### config.mk
export PLATFORM = sky130hd
export DESIGN_NAME = ysyx_25020047_ctrl_fsm_flat
export DESIGN_NICKNAME = d
export VERILOG_FILES = /design/src/rtl/ysyx_25020047_ctrl_pkg.sv /design/src/rtl/ysyx_25020047_ctrl_if.sv /design/src/rtl/ysyx_25020047_tmo_cnt.sv /design/src/rtl/ysyx_25020047_ctrl_fsm.sv /design/src/flat_wrapper.sv
export SDC_FILE = /design/constraint.sdc
export NUM_CORES = 1
export LEC_CHECK = 0
export CAP_MARGIN = 20
export CORE_UTILIZATION = 30
export DETAILED_ROUTE_END_ITERATION = 6
export PLACE_DENSITY_LB_ADDON = 0.08
export SYNTH_ARGS = -nofsm -noshare
export SYNTH_HDL_FRONTEND = slang
export SYNTH_SLANG_ARGS = --single-unit
### constraint.sdc
create_clock -name clk -period 2.6 [get_ports clk]
set_input_delay 0.52 -clock clk [delete_from_list [all_inputs] [get_ports clk]]
set_output_delay 0.52 -clock clk [all_outputs]
set_load 0.05 [all_outputs]
### src/rtl/ysyx_25020047_ctrl_pkg.sv
`default_nettype none
// ============================================================================
// Module      : ysyx_25020047_ctrl_pkg
// Description : Shared state encoding, halt codes and helpers for the core
//               sequencer.
// Revision    : 1.0 - initial release
// ============================================================================
package ysyx_25020047_ctrl_pkg;

    localparam int ST_W = 3;

    typedef enum logic [ST_W-1:0] {
        S_IDLE   = 3'd0,
        S_FETCH  = 3'd1,
        S_DECODE = 3'd2,
        S_EXEC   = 3'd3,
        S_MEM    = 3'd4,
        S_WB     = 3'd5,
        S_HALT   = 3'd6
    } state_t;

    localparam logic [1:0] HC_EBREAK  = 2'd0;
    localparam logic [1:0] HC_ILLEGAL = 2'd1;
    localparam logic [1:0] HC_IFU_TMO = 2'd2;
    localparam logic [1:0] HC_LSU_TMO = 2'd3;

    // The decoder flags is_illegal when inst_type matches this pattern.
    localparam logic [63:0] ILLEGAL_INST_TYPE = 64'hFFFF_FFFF_FFFF_FFFF;

    function automatic logic is_running(input state_t s);
        return (s == S_FETCH) || (s == S_DECODE) || (s == S_EXEC) ||
               (s == S_MEM) || (s == S_WB);
    endfunction

endpackage : ysyx_25020047_ctrl_pkg
`default_nettype wire

### src/rtl/ysyx_25020047_ctrl_if.sv
`default_nettype none
// ============================================================================
// Module      : ysyx_25020047_ctrl_if
// Description : Handshake, decode-class and write-enable bundle between the
//               sequencer (master) and the datapath (slave).
// Revision    : 1.0 - initial release
// ============================================================================
interface ysyx_25020047_ctrl_if;
    import ysyx_25020047_ctrl_pkg::*;

    logic ifu_req;
    logic ifu_ack;
    logic ir_wen;
    logic is_load;
    logic is_store;
    logic is_ebreak;
    logic is_illegal;
    logic has_rd;
    logic lsu_req;
    logic lsu_we;
    logic lsu_ack;
    logic reg_wen;
    logic pc_wen;

    modport master (
        output ifu_req, ir_wen, lsu_req, lsu_we, reg_wen, pc_wen,
        input  ifu_ack, lsu_ack, is_load, is_store, is_ebreak, is_illegal, has_rd
    );

    modport slave (
        input  ifu_req, ir_wen, lsu_req, lsu_we, reg_wen, pc_wen,
        output ifu_ack, lsu_ack, is_load, is_store, is_ebreak, is_illegal, has_rd
    );

endinterface : ysyx_25020047_ctrl_if
`default_nettype wire

### src/rtl/ysyx_25020047_tmo_cnt.sv
`default_nettype none
// ============================================================================
// Module      : ysyx_25020047_tmo_cnt
// Description : Wait-cycle counter; o_expire flags the last allowed cycle.
// Revision    : 1.0 - initial release
// ============================================================================
module ysyx_25020047_tmo_cnt #(
    parameter int TMO_CYC = 256
) (
    input  wire logic clk,
    input  wire logic rst,
    input  wire logic i_clr,
    input  wire logic i_en,
    output logic      o_expire
);

    localparam int c_CNT_W = $clog2(TMO_CYC);

    logic [c_CNT_W-1:0] r_cnt;

    always_ff @(posedge clk or negedge rst) begin
        if (!rst) begin
            r_cnt <= '0;
        end else if (i_clr) begin
            r_cnt <= '0;
        end else if (i_en) begin
            r_cnt <= r_cnt + c_CNT_W'(1);
        end
    end

    assign o_expire = (r_cnt == c_CNT_W'(TMO_CYC - 1));

endmodule : ysyx_25020047_tmo_cnt
`default_nettype wire

### src/rtl/ysyx_25020047_ctrl_fsm.sv
`default_nettype none
// ============================================================================
// Module      : ysyx_25020047_ctrl_fsm
// Description : Multi-cycle RV32 sequencer: fetch/mem handshakes, write-enable
//               gating, retire counting and sticky halt with reason code.
// Revision    : 1.0 - initial release
// ============================================================================
module ysyx_25020047_ctrl_fsm
    import ysyx_25020047_ctrl_pkg::*;
#(
    parameter int TMO_CYC = 256,
    parameter int CNT_W   = 64
) (
    input  wire logic               clk,
    input  wire logic               rst,
    input  wire logic               i_start,
    ysyx_25020047_ctrl_if.master    bus,
    output logic                    o_halt,
    output logic [1:0]              o_halt_code,
    output logic [ST_W-1:0]         o_state,
    output logic [CNT_W-1:0]        o_cycle_cnt,
    output logic [CNT_W-1:0]        o_instret
);

    state_t             r_state;
    state_t             w_state_nxt;
    logic [1:0]         r_halt_code;
    logic [1:0]         w_halt_code_nxt;
    logic [CNT_W-1:0]   r_cycle_cnt;
    logic [CNT_W-1:0]   r_instret;
    logic               w_waiting;
    logic               w_tmo_clr;
    logic               w_tmo_expire;

    // Timer is held clear outside FETCH/MEM, so every entry starts from zero.
    assign w_waiting = (r_state == S_FETCH) || (r_state == S_MEM);
    assign w_tmo_clr = ~w_waiting;

    ysyx_25020047_tmo_cnt #(
        .TMO_CYC (TMO_CYC)
    ) u_tmo_cnt (
        .clk      (clk),
        .rst      (rst),
        .i_clr    (w_tmo_clr),
        .i_en     (w_waiting),
        .o_expire (w_tmo_expire)
    );

    always_ff @(posedge clk or negedge rst) begin
        if (!rst) begin
            r_state     <= S_IDLE;
            r_halt_code <= 2'd0;
            r_cycle_cnt <= '0;
            r_instret   <= '0;
        end else begin
            r_state     <= w_state_nxt;
            r_halt_code <= w_halt_code_nxt;
            if (is_running(r_state)) begin
                r_cycle_cnt <= r_cycle_cnt + CNT_W'(1);
            end
            if (r_state == S_WB) begin
                r_instret <= r_instret + CNT_W'(1);
            end
        end
    end

    always_comb begin
        w_state_nxt     = r_state;
        w_halt_code_nxt = r_halt_code;
        bus.ifu_req     = 1'b0;
        bus.ir_wen      = 1'b0;
        bus.lsu_req     = 1'b0;
        bus.lsu_we      = 1'b0;
        bus.reg_wen     = 1'b0;
        bus.pc_wen      = 1'b0;
        case (r_state)
            S_IDLE: begin
                if (i_start) w_state_nxt = S_FETCH;
            end
            S_FETCH: begin
                bus.ifu_req = 1'b1;
                // An ack on the expiry cycle still completes the fetch.
                if (bus.ifu_ack) begin
                    bus.ir_wen  = 1'b1;
                    w_state_nxt = S_DECODE;
                end else if (w_tmo_expire) begin
                    w_state_nxt     = S_HALT;
                    w_halt_code_nxt = HC_IFU_TMO;
                end
            end
            S_DECODE: begin
                if (bus.is_illegal) begin
                    w_state_nxt     = S_HALT;
                    w_halt_code_nxt = HC_ILLEGAL;
                end else if (bus.is_ebreak) begin
                    w_state_nxt     = S_HALT;
                    w_halt_code_nxt = HC_EBREAK;
                end else begin
                    w_state_nxt = S_EXEC;
                end
            end
            S_EXEC: begin
                w_state_nxt = (bus.is_load || bus.is_store) ? S_MEM : S_WB;
            end
            S_MEM: begin
                bus.lsu_req = 1'b1;
                bus.lsu_we  = bus.is_store;
                if (bus.lsu_ack) begin
                    w_state_nxt = S_WB;
                end else if (w_tmo_expire) begin
                    w_state_nxt     = S_HALT;
                    w_halt_code_nxt = HC_LSU_TMO;
                end
            end
            S_WB: begin
                bus.reg_wen = bus.has_rd & ~bus.is_store;
                bus.pc_wen  = 1'b1;
                w_state_nxt = S_FETCH;
            end
            S_HALT: begin
                w_state_nxt = S_HALT;
            end
            default: begin
                w_state_nxt = S_IDLE;
            end
        endcase
    end

    assign o_halt      = (r_state == S_HALT);
    assign o_halt_code = r_halt_code;
    assign o_state     = r_state;
    assign o_cycle_cnt = r_cycle_cnt;
    assign o_instret   = r_instret;

endmodule : ysyx_25020047_ctrl_fsm
`default_nettype wire

### src/flat_wrapper.sv
// flat-port wrapper written by rule: the top's interface ports become plain ports
module ysyx_25020047_ctrl_fsm_flat import ysyx_25020047_ctrl_pkg::*;
#(
    parameter int TMO_CYC = 256,
    parameter int CNT_W   = 64
)
  (clk, rst, i_start, o_halt, o_halt_code, o_state, o_cycle_cnt, o_instret, bus_ifu_req, bus_ir_wen, bus_lsu_req, bus_lsu_we, bus_reg_wen, bus_pc_wen, bus_ifu_ack, bus_lsu_ack, bus_is_load, bus_is_store, bus_is_ebreak, bus_is_illegal, bus_has_rd);
  ysyx_25020047_ctrl_if bus_i ();
  input  wire logic clk;
  input  wire logic rst;
  input  wire logic i_start;
  output logic o_halt;
  output logic [1:0] o_halt_code;
  output logic [ST_W-1:0] o_state;
  output logic [CNT_W-1:0] o_cycle_cnt;
  output logic [CNT_W-1:0] o_instret;
  output wire logic [$bits(bus_i.ifu_req)-1:0] bus_ifu_req;
  output wire logic [$bits(bus_i.ir_wen)-1:0] bus_ir_wen;
  output wire logic [$bits(bus_i.lsu_req)-1:0] bus_lsu_req;
  output wire logic [$bits(bus_i.lsu_we)-1:0] bus_lsu_we;
  output wire logic [$bits(bus_i.reg_wen)-1:0] bus_reg_wen;
  output wire logic [$bits(bus_i.pc_wen)-1:0] bus_pc_wen;
  input wire logic [$bits(bus_i.ifu_ack)-1:0] bus_ifu_ack;
  input wire logic [$bits(bus_i.lsu_ack)-1:0] bus_lsu_ack;
  input wire logic [$bits(bus_i.is_load)-1:0] bus_is_load;
  input wire logic [$bits(bus_i.is_store)-1:0] bus_is_store;
  input wire logic [$bits(bus_i.is_ebreak)-1:0] bus_is_ebreak;
  input wire logic [$bits(bus_i.is_illegal)-1:0] bus_is_illegal;
  input wire logic [$bits(bus_i.has_rd)-1:0] bus_has_rd;
  assign bus_ifu_req = bus_i.ifu_req;
  assign bus_ir_wen = bus_i.ir_wen;
  assign bus_lsu_req = bus_i.lsu_req;
  assign bus_lsu_we = bus_i.lsu_we;
  assign bus_reg_wen = bus_i.reg_wen;
  assign bus_pc_wen = bus_i.pc_wen;
  assign bus_i.ifu_ack = bus_ifu_ack;
  assign bus_i.lsu_ack = bus_lsu_ack;
  assign bus_i.is_load = bus_is_load;
  assign bus_i.is_store = bus_is_store;
  assign bus_i.is_ebreak = bus_is_ebreak;
  assign bus_i.is_illegal = bus_is_illegal;
  assign bus_i.has_rd = bus_has_rd;
  ysyx_25020047_ctrl_fsm #(.TMO_CYC(TMO_CYC), .CNT_W(CNT_W)) u_core (.clk(clk), .rst(rst), .i_start(i_start), .bus(bus_i), .o_halt(o_halt), .o_halt_code(o_halt_code), .o_state(o_state), .o_cycle_cnt(o_cycle_cnt), .o_instret(o_instret));
endmodule
Word level (Yosys, flattened, before mapping)
Cells that the tools add are included.
{ "totals": {"out_inout_bits": 140, "word_cells": 55, "in_bits": 10, "reg_bits": 141} }
{ "classes": {"n_bitwise": 2, "mux": 23, "add_sub_neg": 3, "n_reduce_logical": 9, "n_eq_ne": 13} }
{ "op_table": {"columns": ["op", "n"], "rows": [
  ["$add 64x1->64 const B", 2],
  ["$pmux 3 s7", 1],
  ["$mux 3", 6],
  ["$mux 2", 6],
  ["$ne 2x2->1 const B", 5],
  ["$eq 3x3->1 const B", 3],
  ["$add 8x1->8 const B", 1],
  ["$eq 8x8->1 const B", 1],
  ["$mux 1", 8],
  ["$mux 8", 1],
  ["$eq 3x2->1 const B", 2],
  ["$logic_or 1x1->1", 6],
  ["$pmux 2 s3", 1],
  ["$reduce_and 6->1", 1],
  ["$eq 3x1->1 const B", 1],
  ["$logic_not 3->1", 1],
  ["$ne 3x3->1 const B", 1],
  ["$reduce_bool 3->1", 1],
  ["$and 1x1->1", 1],
  ["$not 1->1", 1]
]} }

Logic depth before layout (Yosys ltp)
Gate-level depths: netlist of run 1.
{ "depth": {"word_depth": 5, "mapped_depth": 7, "depth_no_buf": 6} }

By module
Synthesis of run 1 repeated with hierarchy kept, for this count alone.
{ "hier_totals": {"hier_cells": 633, "area_unflattened_um2": 6696.4} }
{ "modules_own_cells": {"columns": ["module", "area_per_inst_um2", "cells_per_inst", "seq_area_each_um2", "n_inst"], "rows": [
  ["ysyx_25020047_ctrl_fsm", 6299.8, 594, 3328.2, 1],
  ["ysyx_25020047_tmo_cnt", 396.6, 39, 200.2, 1]
]} }

Worst setup path before layout of run 1
Ideal clock, no wire load.
{ "synth_path": {"path_type": "register -> output", "from": "register u_core.r_state[2], in the netlist u_core.o_state[2]", "to": "output bus_reg_wen", "setup_slack_ps": -419, "arrival_time_ps": 2499, "required_time_ps": 2080, "path_stages_with_launch": 5, "n_path_buf": 2, "path_cell_list": "dfrtp_1 buf_2 clkbuf_1 nand3_1 nor3b_1"} }
{ "synth_between": {"elab_chain_cells": 2} }
{ "synth_rtl": {"columns": ["item", "line", "source"], "rows": [
  ["start: declaration", "ysyx_25020047_ctrl_fsm.sv:25", "state_t r_state;"],
  ["start signal: assignment", "ysyx_25020047_ctrl_fsm.sv:56", "r_state <= w_state_nxt;"],
  ["$eq 3x3->1", "ysyx_25020047_ctrl_fsm.sv:76", "case (r_state)"],
  ["$mux 1", "ysyx_25020047_ctrl_fsm.sv:76", null],
  ["end: declaration", "flat_wrapper.sv:21", "output wire logic [$bits(bus_i.reg_wen)-1:0] bus_reg_wen;"]
]} }
Every way passes these cells.

Final worst setup path of run 1
{ "layout_path": {"from": "register u_core.r_state[2], in the netlist u_core.o_state[2]", "to": "output o_state[2]"} }
{ "layout_rtl": {"columns": ["item", "line", "source"], "rows": [
  ["end: declaration", "flat_wrapper.sv:14", "output logic [ST_W-1:0] o_state;"]
]} }
No word-level cell between the ends.

==> qor.txt, run 1 <==
SYNTHESIS
----------------------------------------------------------------------------------
Cells taking the most area after synthesis                            sky130_fd_sc_hd__dfrtp_1 52%, sky130_fd_sc_hd__xnor2_1 10%, sky130_fd_sc_hd__xor2_1 7.0%, sky130_fd_sc_hd__nand3_1 4.2%, sky130_fd_sc_hd__nand4_1 3.6%
Avg Cell Area, Syn                                                        10.4 µm²
Async set or reset register ratio after synthesis                             100%
Synth area leader                                                     sky130_fd_sc_hd__dfrtp_1
Netlist Area Pre-Place                                                 0.00675 mm²
EDFF count, synth                                                                0
Synth top area share                                                         52.3%
Netlist cell types                                                              45
Cell count after synthesis                                                     647
Net count of the mapped netlist                                                660
Number of flip-flops and latches in the synthesized netlist                    141
Synth warn                                                                       0
Flip-flop cell with the highest count after synthesis                 sky130_fd_sc_hd__dfrtp_1
Sequential element share of the synthesized area                             52.3%

POWER AND IR DROP
----------------------------------------------------------------------------------
Total power density per cell area                                       706 mW/mm²
Worst ir drop on vdd                                                      0.719 mV
Standby leakage power                                                   0.00394 µW

CRITICAL PATH
----------------------------------------------------------------------------------
Crit path max-delay cell type                                         sky130_fd_sc_hd__clkdlybuf4s50_1
Setup CP Type                                                           reg -> out
Buffers and inverters on the worst path                                          2
Critical path startpoint category                                         register
Required time reported for the critical path endpoint                      2.08 ns
Arrival time of the worst setup path                                       1.98 ns
Delay contributed by the slowest stage of the critical path                0.82 ns
Family of cells with the greatest summed delay on the critical path   buffers and inverters
Maximum fanout along the worst path                                             12
Worst path cell trace                                                 buf_4, clkdlybuf4s50_1
Kind of end point of the critical path                                  output pin

FINAL LAYOUT
----------------------------------------------------------------------------------
Area of all placed cells without fillers                               0.00932 mm²
Diodes inserted                                                                  0
Layout-stage area growth over the synthesis result                           38.2%
Fraction of final layout cells with drive strength greater than 1            8.64%
Fin nets                                                                       835

CLOCKING
----------------------------------------------------------------------------------
Clock Pin Slew Worst Setup and Hold Paths                                  0.06 ns
Inserted Clock Buffers                                                          17
TritonCTS sink count                                                           141
Clock latency at the later pin of the worst-skew pair                      0.42 ns
Setup fix buffers added after clock tree synthesis                               0
Root cell of the clock tree                                           sky130_fd_sc_hd__clkbuf_16
CTS H-Tree Depth                                                                 4
Hold buffer count at CTS                                                         0
Post-CTS Resized                                                                 0
Clock tree from TritonCTS                                                      yes
Largest buffer count on any clock path                                           2

GLOBAL ROUTE
----------------------------------------------------------------------------------
GRT Total Usage                                                              16.4%
Pin count of the biggest net entering global routing                            53
First-pass GRT wire length                                                 30.1 mm
Number of antenna violations at the first check in global routing                0
Total congestion overflow after global routing                                   0
Via count of the first global-routing pass                                   5,488

FLOORPLAN
----------------------------------------------------------------------------------
Number of placement rows                                                        54
Horizontal die dimension                                                    152 µm
Die Outline Area                                                        0.0231 mm²
Die H                                                                       152 µm
Area of the core region                                                 0.0220 mm²
Starting utilization of the core area                                        30.7%
Ports placed on the boundary                                                   150

DRT
----------------------------------------------------------------------------------
Total routed wirelength                                                    18.0 mm
Vias per cell                                                                 4.87
Antenna-violating nets left                                                      0
Remaining design rule violation count                                           14
Iter 0 DRT Violations                                                          245
Length of the first detailed-routing pass in iterations                          6
Vias after detailed routing                                                  5,420
Routed wire per std cell                                                   16.2 µm

STA
----------------------------------------------------------------------------------
Highest Clock Rate                                                         400 MHz
Total Negative Setup Slacks                                                   0 ns
Clock Skews                                                             0.00991 ns
Fin crit period                                                            2.50 ns
Total of endpoints with negative setup slack in the final report                 0
Hold Vio Cnt, Final                                                              0
Worst Max-Slew Pin Slew                                                   0.590 ns
Slew headroom                                                                60.3%
Max-slew violations                                                              0
RSZ-0062 raised after global routing                                            no
Period Utilization, post-route                                               96.1%

OUTCOME
----------------------------------------------------------------------------------
Failing checks                                                        design-rule violations
Run status                                                            finished, violations left

PLACEMENT
----------------------------------------------------------------------------------
Count of input and output buffers                                              149
Post-DP HPWL                                                               13.3 mm
Routability congestion estimate from global placement                        0.793
Cell Area, Placed                                                      0.00872 mm²

JOB
----------------------------------------------------------------------------------
MaxCap Viol Count                                                                0

HOLD PATH
----------------------------------------------------------------------------------
Worst min-delay path class                                             in -> async

-- synth_stat cells (4+ instances only) --
| cell | n |
|---|---|
| sky130_fd_sc_hd__and4_1 | 6 |
| sky130_fd_sc_hd__dfrtp_1 | 141 |
| sky130_fd_sc_hd__inv_1 | 28 |
| sky130_fd_sc_hd__nor2_1 | 57 |
| sky130_fd_sc_hd__nand3_1 | 57 |
| sky130_fd_sc_hd__nand2b_1 | 5 |
| sky130_fd_sc_hd__nand4_1 | 39 |
| sky130_fd_sc_hd__nor3_1 | 32 |
| sky130_fd_sc_hd__nor4_1 | 23 |
| sky130_fd_sc_hd__nand2_1 | 53 |
| sky130_fd_sc_hd__buf_2 | 5 |
| sky130_fd_sc_hd__and3_1 | 11 |
| sky130_fd_sc_hd__xnor2_1 | 78 |
| sky130_fd_sc_hd__a21oi_1 | 5 |
| sky130_fd_sc_hd__xor2_1 | 54 |
| sky130_fd_sc_hd__or3_1 | 4 |
-- cell type report --
type,count,area [µm²]
fill,2118,12600
sequential,141,3530
multi-input combinational,471,3090
timing repair buffer,163,1660
clock buffer,20,457
tap,280,350
clock inverter,10,141
inverter,28,105
-- through the flow --
step | instances | hold WS [ns] | setup WS [ns] | util [%] | power [µW]
3_3_place_gp | 1083 | 0.440 | 0.351 | 39.7 | 4130
4_1_cts | 1113 | 0.0700 | 0.0790 | 42.5 | 6670
6_report | 1113 | 0.0603 | 0.102 | 42.5 | 6580
5_1_grt | 1113 | 0.0894 | 0.0216 | 42.5 | 6920
3_5_place_dp | 1083 | 0.453 | 0.292 | 39.7 | 4130
2_1_floorplan | 647 | 0.224 | 0.0359 | - | 3550
-- report_power, final --
| part | internal (µW) | total (µW) | leakage, µW | switching (µW) |
|---|---|---|---|---|
| registers | 2330 | 2530 | 0.00194 | 196 |
| logic | 555 | 1560 | 0.00171 | 1000 |
| clock network | 1550 | 2490 | 0.000288 | 945 |
| total | 4430 | 6580 | 0.00394 | 2150 |
-- worst register-to-register path: cells and delay by family (launching register included) --
kind | cells | cell delay, ns
XOR/XNOR | 1 | 0.13
flip-flops | 1 | 0.58
AND/OR/NAND/NOR | 4 | 1.52
-- per-layer routing --
metal  track usage [%]  share of wire [%]  wire (µm)  up-vias
li1                  -                  -          -     2609
met1              21.5                 47       8420     2667
met2              25.9                 46       8240      123
met3              4.96                6.4       1150       21
met4              5.44                1.3        236        0
met5                 0                  0          0        -
-- registers in the layout, summed over array words and instances (netlist names) --
register	cells
u_core.u_tmo_cnt.r_cnt	8
u_core.o_instret	64
u_core.o_halt_code	2
u_core.o_cycle_cnt	64
u_core.o_state	3
-- cell usage in the layout, fill, tap and decap left out, types with 28 or more instances in the layout --
cell	n
sky130_fd_sc_hd__inv_1	28
sky130_fd_sc_hd__xnor2_1	78
sky130_fd_sc_hd__dfrtp_1	141
sky130_fd_sc_hd__nand3_1	57
sky130_fd_sc_hd__clkdlybuf4s50_1	141
sky130_fd_sc_hd__nor3_1	32
sky130_fd_sc_hd__xor2_1	54
sky130_fd_sc_hd__nand2_1	53
sky130_fd_sc_hd__nor2_1	55
sky130_fd_sc_hd__nand4_1	39
-- cell families (layout without fill, tap and decap cells) --
logic type,count (synthesis),in the layout,share of synthesized area [%]
DFF,141,141,52.3
xor gates and xnor gates,132,132,17.1
adders and majority gates,3,3,0.557
buffers and inverters,35,221,2.10
muxes,2,2,0.334
AOI/OAI and AO/OA,18,18,1.74
and+or+nand+nor,316,316,25.8
-- worst paths after layout --
| path | from | to | slack [ns] | cells past startpoint |
|---|---|---|---|---|
| min in group clk | u_core.u_tmo_cnt.r_cnt[0] | u_core.u_tmo_cnt.r_cnt[0] | 0.46 | 1 |
| max | u_core.o_state[2] | o_state[2] | 0.10 | 2 |
| max in group asynchronous | rst | u_core.o_state[1] | 1.86 | 2 |
| min | rst | u_core.o_instret[36] | 0.06 | 1 |
| min reg2reg | u_core.u_tmo_cnt.r_cnt[0] | u_core.u_tmo_cnt.r_cnt[0] | 0.46 | 1 |
| max reg2reg | u_core.o_state[0] | u_core.o_instret[51] | 0.26 | 5 |
(Power assumes the default switching activity.)
==> run 2, diff against run 1 <==
- ABC_CLOCK_PERIOD_IN_PS: default -> 2600
- REMOVE_ABC_BUFFERS: default -> 1
==> run 2 against run 1 <==
Total power rose by 4.3%. Via count is 0.85% higher. Non-clock buffer count shrank 2. The run still ends with design-rule violations left. Clock skew barely moved. Worst hold slack worse by 0.0055 ns. Sequential cell count did not move. Final cell count is essentially flat. Largest cell class unchanged. Clock power up 12%.
==> qor.txt, run 2 (synthesis gave the netlist of run 1 again) <==
PLACEMENT
----------------------------------------------------------------------------------
Pre-CTS setup slack                                                       0.347 ns
Count of input and output buffers                                              149
Routability congestion estimate from global placement                        0.832
Post-DP HPWL                                                               13.3 mm
Instance count after placement with tap cells included                       1,081

GLOBAL ROUTE
----------------------------------------------------------------------------------
Total congestion overflow after global routing                                   0
GRT Total Usage                                                              16.3%
Met1 Track Usage GR                                                          21.6%
First-pass GRT wire length                                                 29.8 mm
Met3 capacity usage during global routing                                    4.11%
Number of antenna violations at the first check in global routing                0
Pin count of the biggest net entering global routing                            51
Grt met2 use                                                                 25.9%
Via count of the first global-routing pass                                   5,543
Most Used Layer, Global Route                                                 met2

STA
----------------------------------------------------------------------------------
Slew headroom                                                                62.2%
Max-slew violations                                                              0
Highest Clock Rate                                                         402 MHz
Period Utilization, post-route                                               95.8%
RSZ-0062 raised after global routing                                           yes
Clock Skews                                                             0.00984 ns
Post-Route Hold Slack                                                    0.0548 ns
Worst Max-Slew Pin Slew                                                   0.566 ns
Fin crit period                                                            2.49 ns
Total of endpoints with negative setup slack in the final report                 0
Post-route worst setup slack                                              0.110 ns
Hold Vio Cnt, Final                                                              0

FLOORPLAN
----------------------------------------------------------------------------------
Die H                                                                       152 µm
Number of placement rows                                                        54
Die Outline Area                                                        0.0231 mm²
Area of the core region                                                 0.0220 mm²
Ports placed on the boundary                                                   150
Starting utilization of the core area                                        30.7%
Horizontal die dimension                                                    152 µm

CRITICAL PATH
----------------------------------------------------------------------------------
Capturing point of the worst reg2reg path                             u_core.o_instret[51]
Required time reported for the critical path endpoint                      2.08 ns
R2R Path Start                                                        u_core.o_state[1]
Critical Path Stages                                                             2
Worst reg2reg setup slack                                                  0.30 ns
Critical path startpoint category                                         register
Crit path max-delay cell type                                         sky130_fd_sc_hd__clkdlybuf4s50_1
R2R cell count                                                                   5
Maximum fanout along the worst path                                             12
Kind of end point of the critical path                                  output pin
Worst path cell trace                                                 buf_4, clkdlybuf4s50_1
Buffers and inverters on the worst path                                          2
Family of cells with the greatest summed delay on the critical path   buffers and inverters
Setup CP Type                                                           reg -> out
Delay contributed by the slowest stage of the critical path                0.80 ns
Arrival time of the worst setup path                                       1.97 ns

CLOCKING
----------------------------------------------------------------------------------
TritonCTS sink count                                                           141
CTS H-Tree Depth                                                                 4
Clock latency at the later pin of the worst-skew pair                      0.41 ns
Root cell of the clock tree                                           sky130_fd_sc_hd__clkbuf_16
Clock tree from TritonCTS                                                      yes
Largest buffer count on any clock path                                           2
Clock Pin Slew Worst Setup and Hold Paths                                  0.06 ns
Inserted Clock Buffers                                                          17

DRT
----------------------------------------------------------------------------------
Iter 0 DRT Violations                                                          272
Total routed wirelength                                                    18.0 mm
Vias per cell                                                                 4.92
Routed wire per std cell                                                   16.2 µm
Length of the first detailed-routing pass in iterations                          6
Vias after detailed routing                                                  5,466
Antenna-violating nets left                                                      0
Remaining design rule violation count                                           24

FINAL LAYOUT
----------------------------------------------------------------------------------
Fin nets                                                                       833
Layout fillers                                                               2,077
Diodes inserted                                                                  0
Register area                                                          0.00353 mm²
Most frequent cells in the layout                                     141 x sky130_fd_sc_hd__clkdlybuf4s50_1, 141 x sky130_fd_sc_hd__dfrtp_1, 78 x sky130_fd_sc_hd__xnor2_1
Area of combinational cells with multiple inputs                       0.00308 mm²
Post-layout instance count excluding filler cells                            1,112
Layout-stage area growth over the synthesis result                           39.0%
Fraction of final layout cells with drive strength greater than 1            8.29%

POWER AND IR DROP
----------------------------------------------------------------------------------
Switching component of the power                                           2140 µW
Internal power component                                                   4730 µW
Sequential fraction of design power                                          37.0%
Part of the power in combinational logic                                     22.5%
Switching portion of total power                                             31.1%
Standby leakage power                                                   0.00396 µW
Total power density per cell area                                       732 mW/mm²
Clock share of power                                                         40.5%
Worst ir drop on vdd                                                      0.680 mV

OUTCOME
----------------------------------------------------------------------------------
Failing checks                                                        design-rule violations
Run status                                                            finished, violations left

HOLD PATH
----------------------------------------------------------------------------------
Worst min-delay path class                                             in -> async

JOB
----------------------------------------------------------------------------------
MaxCap Viol Count                                                                0

-- run 2: cell types whose count changed in the layout (fill, tap and decap cells not counted) --
cell / previous run / this run
sky130_fd_sc_hd__nor2_1: 55 / 57
sky130_fd_sc_hd__buf_4: 15 / 13
sky130_fd_sc_hd__clkinv_4: 3 / 1
sky130_fd_sc_hd__nor2_2: 2 / 0
sky130_fd_sc_hd__bufinv_16: 3 / 6
-- run 2: how the worst max path moves through the flow --
stage	startpoint	end	slack [ns]
floorplan	u_core.o_state[2]	bus_lsu_we	-0.31
global placement	u_core.o_state[1]	u_core.o_instret[51]	0.34
detailed placement	u_core.o_state[1]	u_core.o_instret[51]	0.35
CTS	u_core.o_state[1]	o_state[1]	0.08
global route	u_core.o_state[2]	bus_lsu_we	-0.007
finish	u_core.o_state[1]	o_state[1]	0.11
-- run 2: routing by layer --
layer  part of all wire (%)  wire (µm)
met3                    5.4        965
met4                    1.4        246
met1                     47       8430
met2                     46       8360
met5                      0          0
-- run 2: power groups by stage --
stage	clock, µW	combinational (µW)	sequential, µW
after floorplan	0	579	2940
after global placement	0	1560	2560
after detailed placement	0	1550	2580
after CTS	2850	1560	2540
after global routing	2940	1660	2570
final	2780	1550	2540
-- run 2: final cells by class --
type                            count  share of cell area [%]
Tap cell                          280                    3.74
Multi-Input combinational cell    471                    32.9
Inverter                           28                    1.12
Timing Repair Buffer              161                    17.5
Clock inverter                     11                    2.28
Clock buffer                       20                    4.87
Sequential cell                   141                    37.6
-- run 2: through the flow --
stage	area [µm²]	setup TNS (ns)	utilization (%)	power (µW)
global placement	8700	0	39.6	4120
global route	9380	-0.00671	42.7	7170
CTS	9370	0	42.7	6960
floorplan	6710	-0.801	-	3520
detailed placement	8700	0	39.6	4130
finish	9380	0	42.7	6860
-- run 2: timing repair --
| action | in CTS | in global routing |
|---|---|---|
| endpoints found under the setup margin | 0 | 2 |
| resized for setup | 0 | 1 |
| hold buffers | 0 | 0 |
| setup buffers | 0 | 0 |
==> run 3, diff against run 2 <==
- PLACE_DENSITY_LB_ADDON: 0.08 -> default
- SKIP_LAST_GASP: default -> 1
==> run 3 against run 2 <==
The run still ends with design-rule violations left. First-iteration DRC count down 2.2%. Clock skew up 0.0015 ns. Core utilization down 0.28 points. Total power fell by 5.7%. Clock power shrank 15%. Clock-buffer cell count increased by 2. Global-route usage down 0.60 points. Sequential share of layout area increased by 0.25 points. Critical path type unchanged. Highest routed layer unchanged.
==> qor.txt, run 3 (synthesis gave the netlist of run 1 again) <==
GLOBAL ROUTE
--------------------------------------------------------------------------------
Via count of the first global-routing pass                                 5,290
Total congestion overflow after global routing                                 0
GRT Total Usage                                                            15.7%
First-pass GRT wire length                                               28.7 mm
Number of antenna violations at the first check in global routing              0
Pin count of the biggest net entering global routing                          54

DRT
--------------------------------------------------------------------------------
Top metal layer carrying routed signals                                     met4
Total routed wirelength                                                  17.1 mm
Met2 routed wirelength                                                   7.84 mm
Vias per cell                                                               4.84
Vias after detailed routing                                                5,415
Remaining design rule violation count                                         20
Met3 layer wire length in the routed design                               942 µm
Length of the first detailed-routing pass in iterations                        6
Antenna-violating nets left                                                    0
Iter 0 DRT Violations                                                        266
Routed wire per std cell                                                 15.3 µm
Met1 wire length                                                         8.11 mm

FINAL LAYOUT
--------------------------------------------------------------------------------
Fin nets                                                                     838
Diodes inserted                                                                0
Post-layout instance count excluding filler cells                          1,118
Fraction of final layout cells with drive strength greater than 1          8.59%
Layout fillers                                                             2,144
Layout-stage area growth over the synthesis result                         38.1%
Most frequent cells in the layout                                   141 x sky130_fd_sc_hd__clkdlybuf4s50_1, 141 x sky130_fd_sc_hd__dfrtp_1, 78 x sky130_fd_sc_hd__xnor2_1

STA
--------------------------------------------------------------------------------
Worst Max-Slew Pin Slew                                                 0.559 ns
RSZ-0062 raised after global routing                                          no
Period Utilization, post-route                                             94.3%
Total of endpoints with negative setup slack in the final report               0
Clock Skews                                                            0.0114 ns
Slew headroom                                                              62.6%
Post-Route Hold Slack                                                  0.0520 ns
Fin crit period                                                          2.45 ns
Hold Vio Cnt, Final                                                            0
Max-slew violations                                                            0
Highest Clock Rate                                                       408 MHz

FLOORPLAN
--------------------------------------------------------------------------------
Starting utilization of the core area                                      30.7%
Area of the core region                                               0.0220 mm²
Die H                                                                     152 µm
Die Outline Area                                                      0.0231 mm²
Horizontal die dimension                                                  152 µm
Number of placement rows                                                      54
Ports placed on the boundary                                                 150

POWER AND IR DROP
--------------------------------------------------------------------------------
Standby leakage power                                                 0.00394 µW
Internal power component                                                 4330 µW
Switching component of the power                                         2150 µW
Part of the power in combinational logic                                   24.4%
Sequential fraction of design power                                        39.0%
Total power density per cell area                                     695 mW/mm²
Switching portion of total power                                           33.1%
Worst ir drop on vdd                                                    0.695 mV
Clock share of power                                                       36.6%

CRITICAL PATH
--------------------------------------------------------------------------------
Required time reported for the critical path endpoint                    2.08 ns
R2R Path Start                                                      u_core.o_state[0]
R2R cell count                                                                 5
Worst setup startpoint                                              u_core.o_state[2]
Setup CP Type                                                         reg -> out
Worst reg2reg setup slack                                                0.38 ns
Critical path startpoint category                                       register
CP Capture Point                                                      o_state[2]
Capturing point of the worst reg2reg path                           u_core.o_instret[51]
Maximum fanout along the worst path                                           12
Kind of end point of the critical path                                output pin
Arrival time of the worst setup path                                     1.93 ns

PLACEMENT
--------------------------------------------------------------------------------
Instance count after placement with tap cells included                     1,086
Count of input and output buffers                                            149
Routability congestion estimate from global placement                      0.813
Post-DP HPWL                                                             12.7 mm

JOB
--------------------------------------------------------------------------------
MaxCap Viol Count                                                              0

CLOCKING
--------------------------------------------------------------------------------
Clock tree from TritonCTS                                                    yes
Largest buffer count on any clock path                                         2
CTS H-Tree Depth                                                               4
Clock latency at the later pin of the worst-skew pair                    0.42 ns
TritonCTS sink count                                                         141
Inserted Clock Buffers                                                        17
Clock Pin Slew Worst Setup and Hold Paths                                0.06 ns
Setup fix buffers added after clock tree synthesis                             0
Root cell of the clock tree                                         sky130_fd_sc_hd__clkbuf_16

OUTCOME
--------------------------------------------------------------------------------
Run status                                                          finished, violations left
Failing checks                                                      design-rule violations

HOLD PATH
--------------------------------------------------------------------------------
Worst min-delay path class                                           in -> async

[run 3: changes by cell type in the layout (fill, tap and decap cells not counted), sizes merged]
cell / previous run / this run
bufinv: 6 / 2
clkbuf: 20 / 22
clkinv: 3 / 6
buf: 20 / 25
[run 3: power groups by stage]
stage,clock [µW],combinational [µW],sequential [µW]
floorplan,0,579,2940
global placement,0,1590,2550
detailed placement,0,1590,2560
CTS,2440,1600,2520
global route,2540,1690,2540
finish,2370,1580,2520
[run 3: critical path: stages, from the launching register on]
cell	delay, ns
sky130_fd_sc_hd__dfrtp_1	0.48
sky130_fd_sc_hd__buf_4	0.22
sky130_fd_sc_hd__clkdlybuf4s50_1	0.81
[run 3: worst min path at each step]
stage | endpoint | slack [ns] | start | cells past startpoint
detailed placement | u_core.u_tmo_cnt.r_cnt[0] | 0.44 | u_core.u_tmo_cnt.r_cnt[0] | 1
finish | u_core.u_tmo_cnt.r_cnt[2] | 0.05 | rst | 1
global placement | u_core.u_tmo_cnt.r_cnt[0] | 0.44 | u_core.u_tmo_cnt.r_cnt[0] | 1
CTS | u_core.u_tmo_cnt.r_cnt[5] | 0.06 | rst | 1
global route | u_core.u_tmo_cnt.r_cnt[2] | 0.09 | rst | 1
floorplan | u_core.o_cycle_cnt[0] | 0.22 | rst | 0
[run 3: repair_timing]
action / in CTS / in global routing
endpoints found under the setup margin: 0 / 1
hold buffers: 0 / 0
endpoints found under the hold margin: 0 / 0
gates resized for setup: 0 / 1
[run 3: layer usage]
metal | vias up | track usage [%]
met1 | 2630 | 21.2
li1 | 2640 | -
met4 | 0 | 5.00
met3 | 21 | 4.14
met5 | - | 0
met2 | 124 | 24.4
[run 3: through the flow]
| stage | setup TNS [ns] | setup WS, ns | total power (µW) | utilization (%) | cell area, µm² |
|---|---|---|---|---|---|
| global placement | 0 | 0.414 | 4140 | 39.8 | 8740 |
| floorplan | -0.801 | -0.310 | 3520 | - | 6710 |
| global route | 0 | 0.0595 | 6770 | 42.4 | 9310 |
| CTS | 0 | 0.0850 | 6560 | 42.4 | 9310 |
| finish | 0 | 0.148 | 6470 | 42.4 | 9310 |
| detailed placement | 0 | 0.395 | 4140 | 39.8 | 8740 |
[run 3: cell type report]
| cell class | count | area (µm²) | area share [%] |
|---|---|---|---|
| flip-flops and latches | 141 | 3530 | 37.9 |
| multi-input cells | 471 | 3080 | 33.1 |
| repair buffers | 166 | 1680 | 18.0 |
| clock buffers | 22 | 454 | 4.88 |
| well taps | 280 | 350 | 3.76 |
| clock inverters | 10 | 116 | 1.25 |
| inverters | 28 | 105 | 1.13 |
==> edit, RTL diff (config.mk and constraints of run 1) <==
Register the output `o_cycle_cnt` once more, with the module's reset; this adds one clock of latency there. The other outputs are not delayed to match.
--- a/src/rtl/ysyx_25020047_ctrl_fsm.sv
+++ b/src/rtl/ysyx_25020047_ctrl_fsm.sv
@@ -130,5 +130,11 @@
     assign o_halt_code = r_halt_code;
     assign o_state     = r_state;
-    assign o_cycle_cnt = r_cycle_cnt;
+    always_ff @(posedge clk or negedge rst) begin
+        if (!rst) begin
+            o_cycle_cnt <= '0;
+        end else begin
+            o_cycle_cnt <= r_cycle_cnt;
+        end
+    end
     assign o_instret   = r_instret;
 
Behaviour: not the same (a bounded check fails within 4 cycles, from zero or initial values and one cycle with rst low).
==> edit against run 1 <==
Global-route usage is 1.9 points lower. Combinational power is 6% higher. Routed wire length is 14% higher. Critical endpoint unchanged. Count of clock-buffer cells in the layout is 13 higher. Largest power group unchanged. Cell area is 22% higher. Sequential cell count is 64 higher. Total power is 28% higher. Setup slack better by 0.047 ns. Area after synthesis is 25% higher.
==> edit: results (changes against run 1) <==
[run_status]
status = finished clean

[synthesis]
synth-compound-area-share_pct = 1.597  ; -0.15 points
synth_xor_area_share_pct = 13.56  ; -3.6 points
syn_nets = 732  ; +11%
muxShareOfSynthArea_pct = 0.1331  ; -0.20 points
ys_types = 50  ; +11%
synth_area_leaders = dfrtp_1 (61%), xor2_1 (8.3%), xnor2_1 (5.3%), nand3_1 (3.0%), nand4_1 (2.5%)
synthTopCellsByCount = dfrtp_1 (205), xor2_1 (80), nor2_1 (55)
yosysSeqAreaShare_pct = 60.64  ; +8.3 points
ys.flop_type = dfrtp_1
yosys.area_share.adder_pct = 0.4437  ; -0.11 points

[placed_design]
gp_congestion = 0.7867  ; -0.83%
dp_hpwl_um = 14410  ; +8.2%

[route]
first_pass_iters = 4  ; -2
wl_met2_um = 9193  ; +12%
drt_iter0_markers = 318  ; +30%
wl_met1_um = 9948  ; +18%
wl_met3_um = 1132  ; -1.8%
viasPerCell = 4.620  ; -5.1%
drt-total-wl_um = 20590  ; +14%

[global_routing]
grt_pass1_wl_um = 33660  ; +12%
grt_pass1_vias = 6141  ; +12%
grt.met2_usage_pct = 22.61  ; -3.3 points
grt_use_met1_pct = 20.53  ; -0.97 points
grt_use_met3_pct = 3.326  ; -1.6 points
grt_use_total_pct = 14.55  ; -1.9 points
grt_start_max_net_pins = 76  ; +43%

[finish]
regArea_mm2 = 0.005130  ; +45%
bufAreaShareNonClock_pct = 15.25  ; -2.5 points
clkbuf_count = 33  ; +65%
nNonClkInverters = 28  ; unchanged
layout.nets = 912  ; +9.2%
drive_gt1_share_pct = 10.38  ; +1.7 points
buffers = 169  ; +3.7%
multiInputGateArea_mm2 = 0.003179  ; +3.0%
multi_input_gates = 472  ; +0.21%
clock_area_share_pct = 6.551  ; +0.14 points
fillers = 2696  ; +27%

[cts]
clock_path_buffers = 3  ; +1
clock_latency_ns = 0.51  ; +0.09 ns
htree_levels = 1  ; -3
cts_sinks = 205  ; +45%
path_clk_slew_ns = 0.06  ; about the same
cts_buffers = 23  ; +6
cts.repair.resized = 2  ; +2

[pwr]
power_density_mw_per_mm2 = 742.4  ; +5.2%
vdd_ir_drop_max_mv = 0.6373  ; -11%
cellLeakagePower_nw = 5.102  ; +30%
pwr-share-seq_pct = 42.6  ; +4.2 points
p_comb_share_pct = 19.5  ; -4.2 points
switchingPower_mw = 2.586  ; +21%

[critical_path]
endpoint = o_state[2]
crit_path_max_fanout = 13  ; +1
rr_worst_depth = 5  ; unchanged
r2r-end = u_core.r_cycle_cnt[60]
rrSetupSlack_ns = 0.15  ; -0.11 ns
cp.arrival_ns = 1.93  ; -0.05 ns

[sta]
skew_ns = 0.02548  ; +0.01557 ns
slew_headroom_pct = 54.05  ; -6.3 points

-- edit: cell types whose count changed in the layout (fill, tap and decap cells not counted), moves of 5 or more --
cell | run 1 | this run
xor2_1 | 54 | 80
xnor2_1 | 78 | 51
nand3_1 | 57 | 51
clkbuf_16 | 17 | 23
dfrtp_1 | 141 | 205
nor4_1 | 23 | 28
nor4_2 | 3 | 11
nand4_1 | 39 | 34
-- edit: per-stage QoR --
stage                     hold slack, ns  instances  cell area [µm²]  setup WS, ns  util (%)
after global placement            0.3926       1248            10560        0.1909     38.02
after global routing             0.07642       1293            11360      0.008564     40.91
after detailed placement          0.3854       1248            10560        0.1131     38.02
after floorplan                   0.2244        719             8472      -0.07704         -
final                            0.04421       1293            11360        0.1482     40.91
after CTS                        0.05883       1289            11310       0.01044     40.72
